### src/rtl/text_ram_write_sched.sv
// Write scheduler for the VGA text-terminal character RAM: arbitrates two byte
// sources onto one write port, tracks the cursor and sweeps a blank fill on clear.
module text_ram_write_sched #(
  parameter int         ROWS     = 4,
  parameter int         COLS     = 32,
  parameter int         HOME_ROW = 1,
  parameter logic [7:0] NL_CODE  = 8'h7E,
  parameter logic [7:0] BLANK    = 8'h20,
  localparam int        RW       = (ROWS > 1) ? $clog2(ROWS) : 1,
  localparam int        CW       = (COLS > 1) ? $clog2(COLS) : 1
) (
  input  logic          clk,
  input  logic          reset,
  input  logic          a_valid,
  input  logic [7:0]    a_data,
  output logic          a_ready,
  input  logic          b_valid,
  input  logic [7:0]    b_data,
  output logic          b_ready,
  input  logic          clr_req,
  output logic          ram_we,
  output logic [RW-1:0] ram_row,
  output logic [CW-1:0] ram_col,
  output logic [7:0]    ram_wdata,
  output logic [RW-1:0] cur_row,
  output logic [CW-1:0] cur_col,
  output logic          busy
);

  typedef enum logic [1:0] {
    ST_IDLE  = 2'd0,
    ST_WRITE = 2'd1,
    ST_CLEAR = 2'd2
  } state_t;

  state_t        r_state;
  state_t        w_state_nxt;

  logic          r_clr_pend;
  logic          r_last_b;
  logic          r_nl;
  logic [RW-1:0] r_cur_row;
  logic [CW-1:0] r_cur_col;
  logic          r_ram_we;
  logic [RW-1:0] r_ram_row;
  logic [CW-1:0] r_ram_col;
  logic [7:0]    r_ram_wdata;

  logic          w_a_ready;
  logic          w_b_ready;
  logic          w_grant_b;
  logic          w_accept;
  logic          w_clr_go;
  logic          w_sweep_last;
  logic          w_in_nl;
  logic [7:0]    w_in_byte;
  logic [RW-1:0] w_row_inc;

  assign w_clr_go     = clr_req | r_clr_pend;
  assign w_in_byte    = w_grant_b ? b_data : a_data;
  assign w_in_nl      = (w_in_byte[6:0] == NL_CODE[6:0]);
  assign w_row_inc    = (r_cur_row == RW'(ROWS - 1)) ? {RW{1'b0}} : r_cur_row + RW'(1);
  // The RAM address registers double as the clear sweep counter.
  assign w_sweep_last = (r_ram_row == RW'(ROWS - 1)) && (r_ram_col == CW'(COLS - 1));

  // Next-state, arbitration and ready generation.
  always_comb begin
    w_state_nxt = r_state;
    w_a_ready   = 1'b0;
    w_b_ready   = 1'b0;
    w_grant_b   = 1'b0;
    w_accept    = 1'b0;
    case (r_state)
      ST_IDLE: begin
        if (w_clr_go) begin
          w_state_nxt = ST_CLEAR;
        end else begin
          // On a tie the source that did not win last time is granted.
          w_grant_b = (a_valid && b_valid) ? ~r_last_b : b_valid;
          w_a_ready = a_valid & ~w_grant_b;
          w_b_ready = w_grant_b;
          w_accept  = a_valid | b_valid;
          if (w_accept) begin
            w_state_nxt = ST_WRITE;
          end else begin
            w_state_nxt = ST_IDLE;
          end
        end
      end
      ST_WRITE: begin
        w_state_nxt = ST_IDLE;
      end
      ST_CLEAR: begin
        if (w_sweep_last) begin
          w_state_nxt = ST_IDLE;
        end else begin
          w_state_nxt = ST_CLEAR;
        end
      end
      default: begin
        w_state_nxt = ST_IDLE;
      end
    endcase
  end

  // State register.
  always_ff @(posedge clk or negedge reset) begin
    if (!reset) begin
      r_state <= ST_IDLE;
    end else begin
      r_state <= w_state_nxt;
    end
  end

  // Cursor, pending-clear flag and round-robin history.
  always_ff @(posedge clk or negedge reset) begin
    if (!reset) begin
      r_clr_pend <= 1'b0;
      r_last_b   <= 1'b1;
      r_nl       <= 1'b0;
      r_cur_row  <= RW'(HOME_ROW);
      r_cur_col  <= {CW{1'b0}};
    end else begin
      case (r_state)
        ST_IDLE: begin
          if (w_clr_go) begin
            r_clr_pend <= 1'b0;
          end else if (w_accept) begin
            r_last_b <= w_grant_b;
            r_nl     <= w_in_nl;
          end
        end
        ST_WRITE: begin
          if (clr_req) begin
            r_clr_pend <= 1'b1;
          end
          if (r_nl || (r_cur_col == CW'(COLS - 1))) begin
            r_cur_col <= {CW{1'b0}};
            r_cur_row <= w_row_inc;
          end else begin
            r_cur_col <= r_cur_col + CW'(1);
          end
        end
        ST_CLEAR: begin
          if (w_sweep_last) begin
            r_cur_row <= RW'(HOME_ROW);
            r_cur_col <= {CW{1'b0}};
          end
        end
        default: begin
          r_clr_pend <= 1'b0;
        end
      endcase
    end
  end

  // Registered RAM write port: loaded on the handshake edge so the write
  // appears during WRITE, and stepped through every cell during CLEAR.
  always_ff @(posedge clk or negedge reset) begin
    if (!reset) begin
      r_ram_we    <= 1'b0;
      r_ram_row   <= {RW{1'b0}};
      r_ram_col   <= {CW{1'b0}};
      r_ram_wdata <= 8'h00;
    end else begin
      case (r_state)
        ST_IDLE: begin
          if (w_clr_go) begin
            r_ram_we    <= 1'b1;
            r_ram_row   <= {RW{1'b0}};
            r_ram_col   <= {CW{1'b0}};
            r_ram_wdata <= BLANK;
          end else if (w_accept) begin
            r_ram_we    <= ~w_in_nl;
            r_ram_row   <= r_cur_row;
            r_ram_col   <= r_cur_col;
            r_ram_wdata <= w_in_byte;
          end else begin
            r_ram_we <= 1'b0;
          end
        end
        ST_WRITE: begin
          r_ram_we <= 1'b0;
        end
        ST_CLEAR: begin
          if (w_sweep_last) begin
            r_ram_we <= 1'b0;
          end else begin
            r_ram_we <= 1'b1;
            if (r_ram_col == CW'(COLS - 1)) begin
              r_ram_col <= {CW{1'b0}};
              r_ram_row <= r_ram_row + RW'(1);
            end else begin
              r_ram_col <= r_ram_col + CW'(1);
            end
          end
        end
        default: begin
          r_ram_we <= 1'b0;
        end
      endcase
    end
  end

  assign a_ready   = w_a_ready;
  assign b_ready   = w_b_ready;
  assign ram_we    = r_ram_we;
  assign ram_row   = r_ram_row;
  assign ram_col   = r_ram_col;
  assign ram_wdata = r_ram_wdata;
  assign cur_row   = r_cur_row;
  assign cur_col   = r_cur_col;
  assign busy      = (r_state != ST_IDLE) | r_clr_pend;

endmodule

### config.mk
export PLATFORM = sky130hd
export DESIGN_NAME = text_ram_write_sched
export DESIGN_NICKNAME = d
export VERILOG_FILES = /design/src/rtl/text_ram_write_sched.sv
export SDC_FILE = /design/constraint.sdc
export NUM_CORES = 1
export LEC_CHECK = 0
export ABC_AREA = 1
export BUFFER_PORTS_ARGS = -buffer_cell sky130_fd_sc_hd__clkbuf_2
export CAP_MARGIN = 20
export CORE_MARGIN = 5
export CORE_UTILIZATION = 38
export DETAILED_ROUTE_END_ITERATION = 8
export HOLD_SLACK_MARGIN = 0.02
export MAX_ROUTING_LAYER = met4
export PLACE_DENSITY = 0.64
export SYNTH_ARGS = -nofsm -noshare
export SYNTH_HDL_FRONTEND = slang
export SYNTH_SLANG_ARGS = --single-unit
### constraint.sdc
create_clock -name clk -period 3.25 [get_ports clk]
set_clock_uncertainty 0.2 [all_clocks]
set_input_delay 0.325 -clock clk [delete_from_list [all_inputs] [get_ports clk]]
set_output_delay 0.325 -clock clk [all_outputs]
set_load 0.02 [all_outputs]
==> flow_metrics.tcl, run 1 <==
set metrics [dict create \
    holdWs_ns 0.1089 \
    post_synth_main_area_contributors "dfrtp_1 (43%), nand2_1 (14%), nand3_1 (5.3%), inv_1 (5.2%), ha_1 (4.9%)" \
    htree_levels 1 \
    syn_area_per_cell_um2 8.093 \
    totalNegativeSetupSlack_ns 0 \
    totalWireLength_um 3742 \
    die_x_um 73.28 \
    syn2layout_area_growth_pct 22.86 \
    lkg_pwr_nw 1.008 \
    max-clock-path-buffers 2 \
    cap_violations 0 \
    die_span_in_y_um 73.28 \
    final-hold-violation-count 0 \
    critical_path.reg2reg.startpoint "ram_col[0]" \
    timing.critical_path.from "ram_col[0]" \
    io_pins 47 \
    hpwl_um 2878 \
    setup.worst_path.end "ram_row[1]" \
    timing.hold.worst.start "b_data[7]" \
    worst_r2r_path_depth 11 \
    worst_r2r_endpoint "ram_row[1]" \
    fin_crit_sh 0.6557 \
    netlist-cell-type-count 24 \
    timing.critical_path.required_ns 3.21 \
    cts_hold_buf 1 \
    synthesis.area_mm2 0.001521 \
    synth_warnings 0 \
    synth_edf_count 0 \
    routed_wire_length_per_instance_um 12.95 \
    antenna_found_initial 0 \
    worst_setup_path_start_kind "flop" \
    netlist_top_cells_count "nand2_1 (57), dfrtp_1 (26), inv_1 (21), nand3_1 (16), o21ai_0 (14)" \
    final_antenna_net_count 0 \
    drc 0 \
    antenna_cells_inserted 0 \
    crit_arrival_ns 2.09 \
    synth_async_sr_flop_share 1.000 \
    seq_area_frac_synth 0.4622 \
    synth_largest_area_cell "dfrtp_1" \
    detail_route.vias_per_cell 4.920 \
    mappedNetlistNets 215 \
    post-cts-setup-buffer-count 0 \
    gp_routability_congestion 0.7704 \
    globalRouteOverflowTotal 0 \
    detailroute.via_count 1422 \
    power_density_mw_per_mm2 308.8 \
    ctsRootBufferMaster "clkbuf_8" \
    irDropWorstVdd_v 0.0002155 \
    start_util 0.3859 \
    critical_path_peak_fanout 5 \
    first_global_vias 1382 \
    core_region_area_mm2 0.003943 \
    largest_net_degree_at_the_start_of_global_routing 29 \
    final_nets 267 \
    cts_made_buffers 3 \
    r2r_setup_slk_ns 1.12 \
    tightest_slew_ns 0.6950 \
    grt_setup_unrepaired "no" \
    cts_tree "done" \
    row_count 23 \
    grt.total_usage 0.1509 \
    postSynthCellCount 188 \
    worst_setup_hold_path_clk_slew_ns 0.10 \
    io_buffer_count 46 \
    max_slew_margin 0.5366 \
    yosys.area.top_type_share 0.4276 \
    fp.dieArea_mm2 0.005369 \
    report.final.setup_viol 0 \
    drive_above_1_share 0.2510 \
    grt_first_pass_wirelength_um 6216 \
    drt_first_iter_violations 92 \
    achievable-frequency_ghz 0.4693 \
    postSynth.topFlopCell "dfrtp_1" \
    first_pass_iters 4 \
    result_of_the_run "finished, final reports clean" \
    holdCritPathClass "input port to flop" \
    period_minus_slack_ns 2.131 \
    cts_resized 0 \
    cts_num_sinks 28 \
    synth_most_common_cell "nand2_1" \
    timing.critical_path.to_type "flop" \
    worst_skew_pair.late_latency_ns 0.28 \
    postSynthRegisterBits 28 \
    report.final.slew_viol_count 0 \
    timing.setup.critical_path_class "flop to flop" \
]
[cell usage in the layout, fill, tap and decap left out, types with 2 or more instances in the layout]
cell type	count
ha_1	6
a32o_1	6
clkbuf_8	3
xor2_1	2
dfrtp_1	26
a31oi_1	3
o22ai_1	4
nor2_2	3
nand2_1	57
a21oi_1	4
clkbuf_2	46
nand3_1	16
nor2_1	13
o21ai_0	14
inv_1	21
nand2_2	2
dfstp_2	2
[report_power, final]
group / internal, mW / total, mW / leakage (nW) / switching (mW)
Clock: 0.0880 / 0.195 / 0.0228 / 0.107
Combinational: 0.0134 / 0.0341 / 0.636 / 0.0207
Sequential: 0.348 / 0.348 / 0.349 / 0
Total: 0.450 / 0.577 / 1.01 / 0.128
[metrics by stage]
step,cells,util,power [mW],setup slack [ns],instance area [um^2]
after floorplan,188,-,0.3671,1.246,1521
after global placement,284,0.4602,0.3891,1.255,1814
after detailed placement,284,0.4602,0.3890,1.176,1814
after CTS,289,0.4741,0.5815,1.151,1869
after global routing,289,0.4741,0.5988,0.9203,1869
final,289,0.4741,0.5772,1.119,1869
[flip-flops by register name, summed over array words and instances, names as in the netlist]
| register | flops |
|---|---|
| r_last_b | 1 |
| ram_col | 5 |
| ram_wdata | 8 |
| ram_row | 2 |
| cur_col | 5 |
| r_state | 2 |
| ram_we | 1 |
| cur_row | 2 |
| r_nl | 1 |
| r_clr_pend | 1 |
[metal layers]
layer | up-vias | wire length, um | global-route usage
met3 | 2 | 203 | 0.03420
met5 | - | 0 | -
met4 | 0 | 15 | 0.02459
met1 | 655 | 1833 | 0.2007
met2 | 42 | 1689 | 0.2393
li1 | 723 | - | -
[how the worst min path moves through the flow]
stage                         to  slack (ns)  depth (start not counted)
finish              ram_wdata[7]        0.11                          3
floorplan             cur_col[0]       -0.17                          0
detailed placement    ram_row[0]        0.21                          1
global route        ram_wdata[7]        0.12                          3
global placement      ram_row[0]        0.21                          1
CTS                 ram_wdata[7]        0.11                          3
[worst max-delay path, cell delays in order (launching register included)]
cell	delay, ns
dfrtp_1	0.43
ha_1	0.21
nand2_1	0.06
nor2_1	0.09
ha_1	0.19
nand2_1	0.06
nand2_1	0.08
nand2_2	0.06
a21oi_1	0.33
a21oi_1	0.14
nand2_1	0.08
o21ai_0	0.08
[cells by family after synthesis]
kind of cell,count (synthesis),share of synthesized area
compound gates,34,0.1406
xor+xnor,3,0.01727
fa+ha+maj,6,0.04934
buf+inv,23,0.05674
flops,28,0.4622
simple gates,94,0.2739
[layout make-up]
type	count	area, um^2
fillers	414	2073
multi-input cells	137	732.0
flip-flops and latches	28	703.2
repair buffers	47	240.2
inverters	23	86.33
well taps	50	62.56
clock buffers	4	45.04
Power figures use the tool's default switching activity.
==> inputs of run 2 (changes only) <==
- clock period: 3.25 -> 2.2 ns (I/O delays scaled with it)
==> run 2 against run 1 <==
Against the previous run:
- first-iteration DRC count fell by 21%
- total power is 54% higher
- critical path depth down 1
- count of clock-buffer cells in the layout unchanged
- register-to-register slack got worse by 0.90 ns
- non-clock buffer count increased by 2
- final area grew 1.7%
- wire length is 3.1% lower
- maximum frequency is 7.4% higher
- setup slack worse by 0.90 ns
- combinational power grew 56%
- global-route usage grew 0.35 points
- critical endpoint is now ram_row[0]
- largest power group unchanged
==> flow_metrics.tcl, run 2 (synthesized netlist as in run 1, its figures left out) <==
set metrics [dict create \
    syn2layout_area_growth_pct 24.92 \
    max_slew_margin 0.5362 \
    antenna_cells_inserted 0 \
    worst_setup_path_start_kind "flop" \
    power_density_mw_per_mm2 467.1 \
    cts_made_buffers 3 \
    worst-path-buf-inv 0 \
    final_nets 269 \
    timing.critical_path.to_type "flop" \
    finalWorstSetupSlack_ns 0.2165 \
    routed_wire_length_per_instance_um 12.46 \
    globalRouteOverflowTotal 0 \
    fin_cells 291 \
    cap_violations 0 \
    final_util 0.4821 \
    crit_arrival_ns 1.94 \
    final-hold-violation-count 0 \
    gp_routability_congestion 0.7692 \
    irDropWorstVdd_v 0.0002070 \
    multiInputGateArea_um2 735.7 \
    worst_path_max_delay_cell "dfrtp_1" \
    row_count 23 \
    largest_net_degree_at_the_start_of_global_routing 29 \
    holdCritPathClass "input port to flop" \
    grt.total_usage 0.1544 \
    grt_first_pass_wirelength_um 6292 \
    drive_above_1_share 0.2614 \
    critical-path-top-delay-family "compound AO/OA/AOI/OAI gates" \
    layout.filler_cells 385 \
    timing.setup.critical_path_class "flop to flop" \
    layout.cells.most_common_list "nand2_1 (57), clkbuf_2 (46), dfrtp_1 (26), inv_1 (21), nand3_1 (16)" \
    timing.critical_path.required_ns 2.16 \
    core_region_area_mm2 0.003943 \
    totalNegativeSetupSlack_ns 0 \
    report.final.setup_viol 0 \
    worst_setup_hold_path_clk_slew_ns 0.09 \
    final_antenna_net_count 0 \
    critical_path_peak_fanout 5 \
    cts_tree "done" \
    drt_first_iter_violations 73 \
    die_span_in_y_um 73.28 \
    final_area_mm2 0.001901 \
    detail_route.vias_per_cell 4.849 \
    achievable-frequency_ghz 0.5042 \
    io_buffer_count 46 \
    first_pass_iters 4 \
    start_util 0.3859 \
    period_minus_slack_ns 1.983 \
    post-place-ws_ns 0.09570 \
    first_global_vias 1390 \
    antenna_found_initial 0 \
    max-clock-path-buffers 2 \
    cts_num_sinks 28 \
    fin_crit_sh 0.9016 \
    lkg_pwr_nw 1.023 \
    fp.dieArea_mm2 0.005369 \
    fin_total_pwr_mw 0.8877 \
    crit_top_cell "nand2_1" \
    detailroute.via_count 1411 \
    ctsRootBufferMaster "clkbuf_8" \
    io_pins 47 \
    hpwl_um 2802 \
    largest_register_ffs 8 \
    drc 0 \
    path_cells "ha_1 -> nand2_1 -> nor2_1 -> ha_1 -> nand2_1 -> nand2_1 -> nand2_2 -> a21oi_2 -> a21oi_1 -> o21ai_0" \
    totalWireLength_um 3626 \
    post-cts-setup-buffer-count 0 \
    critical-path-max-stage-delay_ns 0.43 \
    area.sequential_um2 703.2 \
    placed_cell_area_mm2 0.001822 \
    grt_setup_unrepaired "no" \
    report.final.slew_viol_count 0 \
    commonest_non_fill_non_tap_cell_in_the_layout "nand2_1" \
    die_x_um 73.28 \
    htree_levels 1 \
    tightest_slew_ns 0.6958 \
    result_of_the_run "finished, final reports clean" \
    place_inst 285 \
    worst_skew_pair.late_latency_ns 0.28 \
    holdWs_ns 0.02911 \
]
[run 2: cell count changes in the layout (fill, tap and decap cells not counted)]
cell,previous run,this run
a21oi_1,4,3
dlygate4sd3_1,1,2
clkbuf_8,3,4
clkbuf_1,1,0
buf_4,0,1
a21oi_2,0,1
[run 2: layout make-up]
cell class                      count  share of cell area
Clock buffer                        4             0.02897
Inverter                           23             0.04542
Multi-Input combinational cell    137              0.3871
Sequential cell                    28              0.3700
Tap cell                           50             0.03292
Timing Repair Buffer               49              0.1356
[run 2: worst reg2reg max path, cell delays in order (launching register included)]
cell and delay (ns):
dfrtp_1 0.43, ha_1 0.24, nand2_1 0.07, nor2_1 0.04, ha_1 0.20, nand2_1 0.06
nand2_1 0.06, nand2_2 0.10, a21oi_2 0.06, a21oi_1 0.26, o21ai_0 0.13
[run 2: path summary, 6_finish.rpt]
| path | from | endpoint | slack [ns] | cells after the start |
|---|---|---|---|---|
| setup / recovery | ram_col[0] | ram_row[0] | 0.22 | 10 |
| hold / removal | a_data[7] | ram_wdata[7] | 0.03 | 3 |
| setup reg to reg | ram_col[0] | ram_row[0] | 0.22 | 10 |
| hold reg to reg | r_last_b | r_last_b | 0.28 | 2 |
| max in group asynchronous | reset | ram_row[1] | 1.04 | 2 |
| min in group asynchronous | reset | cur_row[1] | 0.31 | 2 |
[run 2: layer usage]
layer,share of wire,GRT usage
met1,0.49,0.2084
met2,0.44,0.2354
met3,0.058,0.02326
met4,0.015,0.05533
met5,0,-
[run 2: timing repair]
| item | CTS | global route |
|---|---|---|
| hold buffers | 2 | 0 |
| endpoints found under the hold margin | 27 | 0 |
| setup endpoints to repair | 0 | 7 |
| gates resized for setup | 0 | 1 |
[run 2: where the power goes]
group | switching [mW] | leakage, nW | internal (mW)
logic | 0.0310 | 0.645 | 0.0222
registers | 0 | 0.349 | 0.514
clock network | 0.160 | 0.0288 | 0.160
total | 0.191 | 1.02 | 0.697
